==> src/rtl/vga_timing_pkg.sv <==
// Shared raster timing constants and types for the VGA sync generator.
// Defaults describe 640x480 at 60 Hz from a 25.175 MHz pixel rate.
package vga_timing_pkg;

  localparam int unsigned POS_W   = 10;
  localparam int unsigned POS_MAX = 1 << POS_W;

  localparam int unsigned DEF_H_VISIBLE = 640;
  localparam int unsigned DEF_H_FRONT   = 16;
  localparam int unsigned DEF_H_SYNC    = 96;
  localparam int unsigned DEF_H_BACK    = 48;
  localparam int unsigned DEF_V_VISIBLE = 480;
  localparam int unsigned DEF_V_FRONT   = 10;
  localparam int unsigned DEF_V_SYNC    = 2;
  localparam int unsigned DEF_V_BACK    = 33;

  function automatic int unsigned axis_total(input int unsigned visible, input int unsigned front,
                                             input int unsigned sync, input int unsigned back);
    return visible + front + sync + back;
  endfunction

  localparam int unsigned DEF_H_TOTAL = axis_total(DEF_H_VISIBLE, DEF_H_FRONT, DEF_H_SYNC, DEF_H_BACK);
  localparam int unsigned DEF_V_TOTAL = axis_total(DEF_V_VISIBLE, DEF_V_FRONT, DEF_V_SYNC, DEF_V_BACK);

  typedef logic [POS_W-1:0] pos_t;
  // One extra bit so window bounds equal to POS_MAX still compare correctly.
  typedef logic [POS_W:0]   cmp_t;

endpackage

==> src/rtl/vga_sync_gen_axis.sv <==
// sync_axis_counter: one raster axis -- wrapping position counter with enable,
// plus next-state decode of the visible region and sync window for the parent to register.
module sync_axis_counter
  import vga_timing_pkg::*;
#(
  parameter int unsigned TOTAL      = DEF_H_TOTAL,
  parameter int unsigned VISIBLE    = DEF_H_VISIBLE,
  parameter int unsigned SYNC_START = DEF_H_VISIBLE + DEF_H_FRONT,
  parameter int unsigned SYNC_END   = DEF_H_VISIBLE + DEF_H_FRONT + DEF_H_SYNC
) (
  input  logic             clk,
  input  logic             rst_n,
  input  logic             en,
  output logic [POS_W-1:0] pos_q,
  output logic             wrap_c,
  output logic             active_c,
  output logic             sync_c
);

  localparam pos_t LAST = pos_t'(TOTAL - 1);

  pos_t pos_d;

  // Next position and decodes of that next position, so registered outputs align with pos_q.
  always_comb begin
    pos_d    = pos_q;
    wrap_c   = en && (pos_q == LAST);
    if (wrap_c) begin
      pos_d = '0;
    end else if (en) begin
      pos_d = pos_q + pos_t'(1);
    end
    active_c = {1'b0, pos_d} < cmp_t'(VISIBLE);
    sync_c   = ({1'b0, pos_d} >= cmp_t'(SYNC_START)) && ({1'b0, pos_d} < cmp_t'(SYNC_END));
  end

  // Reset parks the axis on its last position so the first enable lands on 0.
  always_ff @(posedge clk or negedge rst_n) begin
    if (!rst_n) begin
      pos_q <= LAST;
    end else begin
      pos_q <= pos_d;
    end
  end

endmodule

==> src/rtl/vga_sync_gen.sv <==
// Raster timing generator: pixel position, visible flag, syncs and line/frame pulses.
// Optional VGA_SYNC_FRAME_COUNT_EN adds an 8-bit wrapping frame counter output.
module vga_sync_gen
  import vga_timing_pkg::*;
#(
  parameter int unsigned H_VISIBLE        = DEF_H_VISIBLE,
  parameter int unsigned H_FRONT          = DEF_H_FRONT,
  parameter int unsigned H_SYNC           = DEF_H_SYNC,
  parameter int unsigned H_BACK           = DEF_H_BACK,
  parameter int unsigned V_VISIBLE        = DEF_V_VISIBLE,
  parameter int unsigned V_FRONT          = DEF_V_FRONT,
  parameter int unsigned V_SYNC           = DEF_V_SYNC,
  parameter int unsigned V_BACK           = DEF_V_BACK,
  parameter int unsigned SYNC_ACTIVE_HIGH = 0
) (
  input  logic             i_clk,
  input  logic             i_rst_n,
  input  logic             i_pix_ce,
  output logic [POS_W-1:0] o_hpos,
  output logic [POS_W-1:0] o_vpos,
  output logic             o_visible,
  output logic             o_hsync,
  output logic             o_vsync,
  output logic             o_line_start,
  output logic             o_frame_start
`ifdef VGA_SYNC_FRAME_COUNT_EN
  ,
  output logic [7:0]       o_frame_cnt
`endif
);

  localparam int unsigned H_TOTAL = axis_total(H_VISIBLE, H_FRONT, H_SYNC, H_BACK);
  localparam int unsigned V_TOTAL = axis_total(V_VISIBLE, V_FRONT, V_SYNC, V_BACK);
  localparam logic        SYNC_ON = 1'(SYNC_ACTIVE_HIGH != 0);

  if (H_TOTAL > POS_MAX || V_TOTAL > POS_MAX) begin : g_total_check
    $error("vga_sync_gen: H_TOTAL and V_TOTAL must not exceed 1024");
  end

  logic h_wrap_c, h_active_c, h_sync_c;
  logic v_wrap_c, v_active_c, v_sync_c;
  pos_t hpos_q, vpos_q;

  logic visible_q, visible_d;
  logic hsync_q, hsync_d;
  logic vsync_q, vsync_d;
  logic line_start_q, line_start_d;
  logic frame_start_q, frame_start_d;

  sync_axis_counter #(
    .TOTAL      (H_TOTAL),
    .VISIBLE    (H_VISIBLE),
    .SYNC_START (H_VISIBLE + H_FRONT),
    .SYNC_END   (H_VISIBLE + H_FRONT + H_SYNC)
  ) u_h_axis (
    .clk      (i_clk),
    .rst_n    (i_rst_n),
    .en       (i_pix_ce),
    .pos_q    (hpos_q),
    .wrap_c   (h_wrap_c),
    .active_c (h_active_c),
    .sync_c   (h_sync_c)
  );

  // The vertical axis steps only on horizontal wrap, which keeps vsync line-aligned.
  sync_axis_counter #(
    .TOTAL      (V_TOTAL),
    .VISIBLE    (V_VISIBLE),
    .SYNC_START (V_VISIBLE + V_FRONT),
    .SYNC_END   (V_VISIBLE + V_FRONT + V_SYNC)
  ) u_v_axis (
    .clk      (i_clk),
    .rst_n    (i_rst_n),
    .en       (h_wrap_c),
    .pos_q    (vpos_q),
    .wrap_c   (v_wrap_c),
    .active_c (v_active_c),
    .sync_c   (v_sync_c)
  );

  always_comb begin
    visible_d     = h_active_c && v_active_c;
    hsync_d       = h_sync_c ? SYNC_ON : ~SYNC_ON;
    vsync_d       = v_sync_c ? SYNC_ON : ~SYNC_ON;
    line_start_d  = h_wrap_c;
    frame_start_d = h_wrap_c && v_wrap_c;
  end

  always_ff @(posedge i_clk or negedge i_rst_n) begin
    if (!i_rst_n) begin
      visible_q     <= 1'b0;
      hsync_q       <= ~SYNC_ON;
      vsync_q       <= ~SYNC_ON;
      line_start_q  <= 1'b0;
      frame_start_q <= 1'b0;
    end else begin
      visible_q     <= visible_d;
      hsync_q       <= hsync_d;
      vsync_q       <= vsync_d;
      line_start_q  <= line_start_d;
      frame_start_q <= frame_start_d;
    end
  end

  assign o_hpos        = hpos_q;
  assign o_vpos        = vpos_q;
  assign o_visible     = visible_q;
  assign o_hsync       = hsync_q;
  assign o_vsync       = vsync_q;
  assign o_line_start  = line_start_q;
  assign o_frame_start = frame_start_q;

`ifdef VGA_SYNC_FRAME_COUNT_EN
  logic [7:0] frame_cnt_q, frame_cnt_d;

  always_comb begin
    frame_cnt_d = frame_cnt_q;
    if (frame_start_d) begin
      frame_cnt_d = frame_cnt_q + 8'd1;
    end
  end

  always_ff @(posedge i_clk or negedge i_rst_n) begin
    if (!i_rst_n) begin
      frame_cnt_q <= 8'd0;
    end else begin
      frame_cnt_q <= frame_cnt_d;
    end
  end

  assign o_frame_cnt = frame_cnt_q;
`endif

endmodule
==> config.mk <==
export PLATFORM = sky130hd
export DESIGN_NAME = vga_sync_gen
export DESIGN_NICKNAME = d
export VERILOG_FILES = /design/src/rtl/vga_timing_pkg.sv /design/src/rtl/vga_sync_gen_axis.sv /design/src/rtl/vga_sync_gen.sv
export SDC_FILE = /design/constraint.sdc
export NUM_CORES = 1
export LEC_CHECK = 0
export BUFFER_PORTS_ARGS = -buffer_cell sky130_fd_sc_hd__buf_2
export CORE_MARGIN = 2
export CORE_UTILIZATION = 57
export CTS_CLUSTER_DIAMETER = 80
export DETAILED_ROUTE_END_ITERATION = 10
export PLACE_DENSITY = 0.81
export SLEW_MARGIN = 20
export SYNTH_ARGS = -nofsm -noshare
export SYNTH_HDL_FRONTEND = slang
export SYNTH_SLANG_ARGS = --single-unit
==> constraint.sdc <==
create_clock -name i_clk -period 4.3 [get_ports i_clk]
set_input_delay 0.86 -clock i_clk [delete_from_list [all_inputs] [get_ports i_clk]]
set_output_delay 0.86 -clock i_clk [all_outputs]
set_load 0.01 [all_outputs]
Yosys cells after proc, flatten, opt, wreduce, memory -nomap -nowiden
Cells that the tools add are included.
{"block": "classes", "add_sub_neg": 2, "magnitude_cmp": 6, "n_eq_ne": 2, "muxes": 6, "n_reduce_logical": 6}
{"cell": "10-bit 2-to-1 mux", "n": 4}
{"cell": "10-bit by 1-bit adder with 10-bit output, second input constant", "n": 2}
{"cell": "10-bit == test, second input constant", "n": 2}
{"cell": "10-bit less-than comparator, second input constant", "n": 2}
{"cell": "10-bit by 9-bit less-than comparator with 1-bit output, second input constant", "n": 2}
{"cell": "10-bit >= comparator, second input constant", "n": 1}
{"cell": "10-bit by 9-bit >= comparator with 1-bit output, second input constant", "n": 1}
{"cell": "1-bit logical AND", "n": 6}
{"cell": "1-bit 2-to-1 mux", "n": 2}
{"block": "totals", "reg_bits": 25, "in_bits": 3, "out_inout_bits": 25, "elab_cells": 29}

Depth between registers and ports, before layout
{"block": "depth", "ltp_word": 7, "mapped_depth": 8}

Modules after synthesis
Synthesis repeated with hierarchy kept, for this count alone.
{"block": "unflattened", "hier_cells": 132, "hier_area_um2": 1366.3}
{"mod": "sync_axis_counter (u_v_axis)", "instances": 1, "cells_per_inst": 61, "area_per_inst_um2": 619.3, "seq_area_each_um2": 254.0}
{"mod": "sync_axis_counter (u_h_axis)", "instances": 1, "cells_per_inst": 62, "area_per_inst_um2": 599.3, "seq_area_each_um2": 259.0}
{"mod": "vga_sync_gen", "instances": 1, "cells_per_inst": 9, "area_per_inst_um2": 147.6, "seq_area_each_um2": 127.6}

Least setup slack after synthesis
No wires, ideal clock.
{"block": "synth_path", "path_kind": "input to register", "start": "input port i_pix_ce", "end": "register visible_q, in the netlist o_visible", "setup_time_ns": 0.135, "arrival_ns": 2.048, "required_ns": 4.165, "slack_ns": 2.117, "stages": 5, "path_cell_list": "and3_4 nand3_4 or4_4 a221oi_2 a211oi_1"}
{"block": "synth_between", "elab_chain_cells": 5}
{"item": "start: declaration", "line": "vga_sync_gen.sv:18", "text": "input logic i_pix_ce,"}
{"item": "1-bit logical AND", "line": "vga_sync_gen_axis.sv:27", "text": "wrap_c = en && (pos_q == LAST);"}
{"item": "10-bit 2-to-1 mux or 1-bit logical AND (tied branches)", "line": "vga_sync_gen_axis.sv:30, vga_sync_gen_axis.sv:27"}
{"item": "10-bit 2-to-1 mux", "line": "vga_sync_gen_axis.sv:28", "text": "if (wrap_c) begin"}
{"item": "10-bit by 9-bit less-than comparator with 1-bit output", "line": "vga_sync_gen_axis.sv:33", "text": "active_c = {1'b0, pos_d} < cmp_t'(VISIBLE);"}
{"item": "1-bit logical AND (*)", "line": "vga_sync_gen.sv:82", "text": "visible_d = h_active_c && v_active_c;"}
{"item": "net visible_d", "line": "vga_sync_gen.sv:44", "text": "logic visible_q, visible_d;"}
{"item": "end signal: assignment", "line": "vga_sync_gen.sv:97", "text": "visible_q <= visible_d;"}
{"item": "end: declaration", "line": "vga_sync_gen.sv:44"}
The timed path passes the listed nets; every way through them passes the cells marked *.

Worst setup path in the final report
{"block": "layout_path", "start": "register u_h_axis.pos_q[0]", "end": "register vsync_q, in the netlist o_vsync"}
{"block": "layout_between", "elab_chain_cells": 7}
{"item": "start: declaration", "line": "vga_sync_gen_axis.sv:14", "text": "output logic [POS_W-1:0] pos_q,"}
{"item": "start signal: assignment", "line": "vga_sync_gen_axis.sv:42", "text": "pos_q <= pos_d;"}
{"item": "10-bit == test (*)", "line": "vga_sync_gen_axis.sv:27"}
{"item": "1-bit logical AND (*)", "line": "vga_sync_gen_axis.sv:27"}
{"item": "10-bit 2-to-1 mux or 1-bit logical AND (tied branches)", "line": "vga_sync_gen_axis.sv:30, vga_sync_gen_axis.sv:27"}
{"item": "10-bit 2-to-1 mux (*)", "line": "vga_sync_gen_axis.sv:28"}
{"item": "10-bit by 9-bit >= comparator with 1-bit output or 10-bit by 9-bit less-than comparator with 1-bit output (tied branches)", "line": "vga_sync_gen_axis.sv:34", "text": "sync_c = ({1'b0, pos_d} >= cmp_t'(SYNC_START)) && ({1'b0, pos_d} < cmp_t'(SYNC_END));"}
{"item": "1-bit logical AND (*)", "line": "vga_sync_gen_axis.sv:34"}
{"item": "1-bit 2-to-1 mux (*)", "line": "vga_sync_gen.sv:84", "text": "vsync_d = v_sync_c ? SYNC_ON : ~SYNC_ON;"}
{"item": "net vsync_d", "line": "vga_sync_gen.sv:46", "text": "logic vsync_q, vsync_d;"}
{"item": "end signal: assignment", "line": "vga_sync_gen.sv:93", "text": "vsync_q <= ~SYNC_ON;"}
{"item": "end signal: assignment", "line": "vga_sync_gen.sv:99", "text": "vsync_q <= vsync_d;"}
{"item": "end: declaration", "line": "vga_sync_gen.sv:46"}
Marks and branches as above.

==> impl_metrics.prom <==
# TYPE chip_impl_metric gauge
chip_impl_metric{name="syn_area_cell",unit="um2"} 10.3
chip_impl_metric{name="drc",unit=""} 0
chip_impl_info{name="synth_flop_cell",value="sky130_fd_sc_hd__dfrtp_1"} 1
chip_impl_metric{name="die_area",unit="mm2"} 0.00278
chip_impl_metric{name="die_w",unit="um"} 52.7
chip_impl_metric{name="wirelength",unit="um"} 2730
chip_impl_metric{name="gp_congestion",unit=""} 0.888
chip_impl_metric{name="dpl.hpwl",unit="um"} 2020
chip_impl_metric{name="detail-route-antenna-nets",unit=""} 0
chip_impl_metric{name="drive_gt1_frac",unit=""} 0.325
chip_impl_metric{name="synth.ff_latch_count",unit=""} 25
chip_impl_metric{name="grt_first_pass_wirelength",unit="um"} 4480
chip_impl_metric{name="cts_resized",unit=""} 0
chip_impl_metric{name="final_max_slew_viol_count",unit=""} 0
chip_impl_metric{name="finalClockSkew",unit="ns"} 0.00577
chip_impl_metric{name="power.ir.vdd_worst",unit="V"} 0.000293
chip_impl_metric{name="cp_max_fo",unit=""} 22
chip_impl_metric{name="cts.repair_timing.setup_buffer_count",unit=""} 0
chip_impl_info{name="clockRootBuffer",value="sky130_fd_sc_hd__clkbuf_4"} 1
chip_impl_info{name="layout_common_cells",value="sky130_fd_sc_hd__buf_2, sky130_fd_sc_hd__dfrtp_1, sky130_fd_sc_hd__dfstp_2"} 1
chip_impl_metric{name="slew_headroom",unit=""} 0.583
chip_impl_metric{name="cts.sink_count",unit=""} 25
chip_impl_metric{name="total_clock_buffers_created_by_cts",unit=""} 3
chip_impl_metric{name="row_count",unit=""} 17
chip_impl_metric{name="clkSlewWorstSetupHoldPaths",unit="ns"} 0.13
chip_impl_info{name="setup_repair_after_global_routing_missed_its_margin",value="false"} 1
chip_impl_metric{name="timing.final.crit_share",unit=""} 0.554
chip_impl_metric{name="setup_viol",unit=""} 0
chip_impl_metric{name="fp.dieH",unit="um"} 52.7
chip_impl_metric{name="clock_insertion_delay_worst_skew",unit="ns"} 0.31
chip_impl_info{name="cts_tree",value="yes"} 1
chip_impl_metric{name="starting_utilization_of_the_core_area",unit=""} 0.606
chip_impl_metric{name="placement.io_buffers",unit=""} 27
chip_impl_metric{name="yosysUniqueCellTypes",unit=""} 40
chip_impl_metric{name="diodes",unit=""} 0
chip_impl_metric{name="leakage",unit="nW"} 0.694
chip_impl_metric{name="finalPower",unit="mW"} 0.566
chip_impl_metric{name="synth_edf_count",unit=""} 0
chip_impl_metric{name="post-route-min-period",unit="ns"} 2.38
chip_impl_metric{name="post_drt_wl_per_cell",unit="um"} 14.7
chip_impl_metric{name="final_non_filler_cell_total",unit=""} 185
chip_impl_metric{name="synth_area",unit="mm2"} 0.00135
chip_impl_metric{name="setup_tns",unit="ns"} 0
chip_impl_metric{name="crit_arrival",unit="ns"} 2.61
chip_impl_metric{name="worst-slew-pin-transition",unit="ns"} 0.624
chip_impl_info{name="end_kind",value="flip-flop"} 1
chip_impl_metric{name="first_global_vias",unit=""} 1025
chip_impl_metric{name="global_route.overflow_total",unit=""} 0
chip_impl_metric{name="yosys_warnings",unit=""} 0
chip_impl_metric{name="worst_ep_required_time",unit="ns"} 4.52
chip_impl_metric{name="grt_usage",unit=""} 0.225
chip_impl_metric{name="avgViaCountPerCell",unit=""} 5.82
chip_impl_metric{name="place_inst",unit=""} 181
chip_impl_metric{name="postSynthCellCount",unit=""} 131
chip_impl_info{name="run_status",value="finished, final reports clean"} 1
chip_impl_metric{name="pwr_per_cell_area",unit="mW/mm2"} 376
chip_impl_metric{name="dr.pass1.iters",unit=""} 4
chip_impl_metric{name="final_net_count",unit=""} 164
chip_impl_info{name="final_common_cell",value="sky130_fd_sc_hd__buf_2"} 1
chip_impl_info{name="crit_type",value="flip-flop to flip-flop"} 1
chip_impl_metric{name="clock_tree.htree_level_count",unit=""} 1
chip_impl_info{name="cp-start-kind",value="flip-flop"} 1
chip_impl_metric{name="antenna_found_initial",unit=""} 0
chip_impl_metric{name="hold-worst-slack",unit="ns"} 0.509
chip_impl_metric{name="postSynthNetCount",unit=""} 137
chip_impl_info{name="path_type_of_the_worst_min_delay_path",value="input pin to async pin"} 1
chip_impl_metric{name="core_region_area",unit="mm2"} 0.00223
chip_impl_metric{name="report.final.hold_viol_count",unit=""} 0
chip_impl_metric{name="initialDrtViolationCount",unit=""} 18
chip_impl_metric{name="seq_total_area_yosys",unit=""} 0.474
chip_impl_metric{name="io-pin-count",unit=""} 28
chip_impl_metric{name="achievable-frequency",unit="MHz"} 420
chip_impl_metric{name="cap_violations",unit=""} 0
chip_impl_metric{name="synth-async-reset-ratio",unit=""} 1.00
chip_impl_metric{name="post_cts_hold_buffer_count",unit=""} 0
chip_impl_metric{name="cts_buffer_depth",unit=""} 2
chip_impl_metric{name="overall_via_count_from_detail_route",unit=""} 1077
chip_impl_metric{name="grt_max_degree",unit=""} 26
chip_impl_metric{name="synthToLayoutAreaGrowth",unit="%"} 11.3
==> critical path: stages, from the launching register on <==
cell	delay, ns
sky130_fd_sc_hd__dfstp_2	0.58
sky130_fd_sc_hd__ha_1	0.19
sky130_fd_sc_hd__and3_4	0.21
sky130_fd_sc_hd__nand3_4	0.10
sky130_fd_sc_hd__inv_1	0.49
sky130_fd_sc_hd__nand4_1	0.23
sky130_fd_sc_hd__a221oi_2	0.32
sky130_fd_sc_hd__o2111ai_1	0.17
==> per-layer routing <==
metal  vias to the layer above  part of all wire  GRT usage
met3                         6             0.040     0.0400
met2                        32              0.49      0.392
met5                         -                 0          0
met1                       514              0.46      0.274
met4                         0             0.013     0.0897
li1                        525                 -          -
==> through the flow <==
step / cell area, um2 / util / setup WS (ns)
after CTS: 1510 / 0.674 / 1.93
final: 1510 / 0.674 / 1.92
after global routing: 1510 / 0.674 / 1.70
after floorplan: 1350 / - / 2.12
after detailed placement: 1480 / 0.662 / 1.66
after global placement: 1480 / 0.662 / 1.81
==> cell type report <==
class                      count  area, um2
clock buffer                   3       22.5
clock inverter                 1       5.00
fill                         196        728
inverter                       7       26.3
multi-input combinational     94        641
sequential                    25        641
tap                           28       35.0
timing repair buffer          27        135
==> cells in the mapped netlist, types with 2 or more instances <==
library cell | number | area share
sky130_fd_sc_hd__or3_1 | 2 | 0.0092
sky130_fd_sc_hd__nor3_1 | 4 | 0.015
sky130_fd_sc_hd__dfrtp_1 | 13 | 0.24
sky130_fd_sc_hd__o21ai_0 | 6 | 0.022
sky130_fd_sc_hd__and3_1 | 3 | 0.014
sky130_fd_sc_hd__xor2_1 | 2 | 0.013
sky130_fd_sc_hd__and3_2 | 2 | 0.011
sky130_fd_sc_hd__nor4_1 | 3 | 0.014
sky130_fd_sc_hd__nor2b_1 | 2 | 0.0092
sky130_fd_sc_hd__a21o_1 | 3 | 0.017
sky130_fd_sc_hd__xnor2_1 | 9 | 0.058
sky130_fd_sc_hd__nand2_1 | 10 | 0.028
sky130_fd_sc_hd__buf_6 | 3 | 0.025
sky130_fd_sc_hd__ha_1 | 3 | 0.028
sky130_fd_sc_hd__inv_1 | 7 | 0.019
sky130_fd_sc_hd__nor2_1 | 10 | 0.028
sky130_fd_sc_hd__dfstp_2 | 12 | 0.23
sky130_fd_sc_hd__a211oi_1 | 2 | 0.011
sky130_fd_sc_hd__nand4_1 | 7 | 0.032
sky130_fd_sc_hd__a31oi_1 | 2 | 0.0092
sky130_fd_sc_hd__nand3_1 | 7 | 0.026
==> sequential cells by signal, summed over array words and instances, names as in the netlist <==
register,flops
o_vsync,1
o_frame_start,1
u_v_axis.pos_q,10
o_visible,1
o_line_start,1
o_hsync,1
u_h_axis.pos_q,10
==> path summary, 6_finish.rpt <==
path | cells after the start | start | slack, ns | end
worst max-delay path | 7 | u_h_axis.pos_q[0] | 1.92 | o_vsync
worst min-delay path | 1 | i_rst_n | 0.51 | u_v_axis.pos_q[4]
worst max register to register | 7 | u_h_axis.pos_q[0] | 1.92 | o_vsync
worst min register to register | 1 | u_h_axis.pos_q[2] | 0.53 | u_h_axis.pos_q[2]
max in group asynchronous | 1 | i_rst_n | 3.42 | u_h_axis.pos_q[9]
min in group i_clk | 1 | u_h_axis.pos_q[2] | 0.53 | u_h_axis.pos_q[2]
==> where the power goes <==
part / total, mW / switching, mW / internal [mW]
registers: 0.330 / 0.0441 / 0.286
logic: 0.135 / 0.0733 / 0.0616
clock network: 0.101 / 0.0660 / 0.0347
==> logic make-up after synthesis <==
| kind of cell | after synthesis | synth area share |
|---|---|---|
| simple gates | 58 | 0.254 |
| flops | 25 | 0.474 |
| fa+ha+maj | 3 | 0.0278 |
| buf+inv | 12 | 0.0527 |
| compound gates | 21 | 0.113 |
| mux | 1 | 0.00740 |
| xor+xnor | 11 | 0.0712 |
Power figures use the tool's default switching activity.
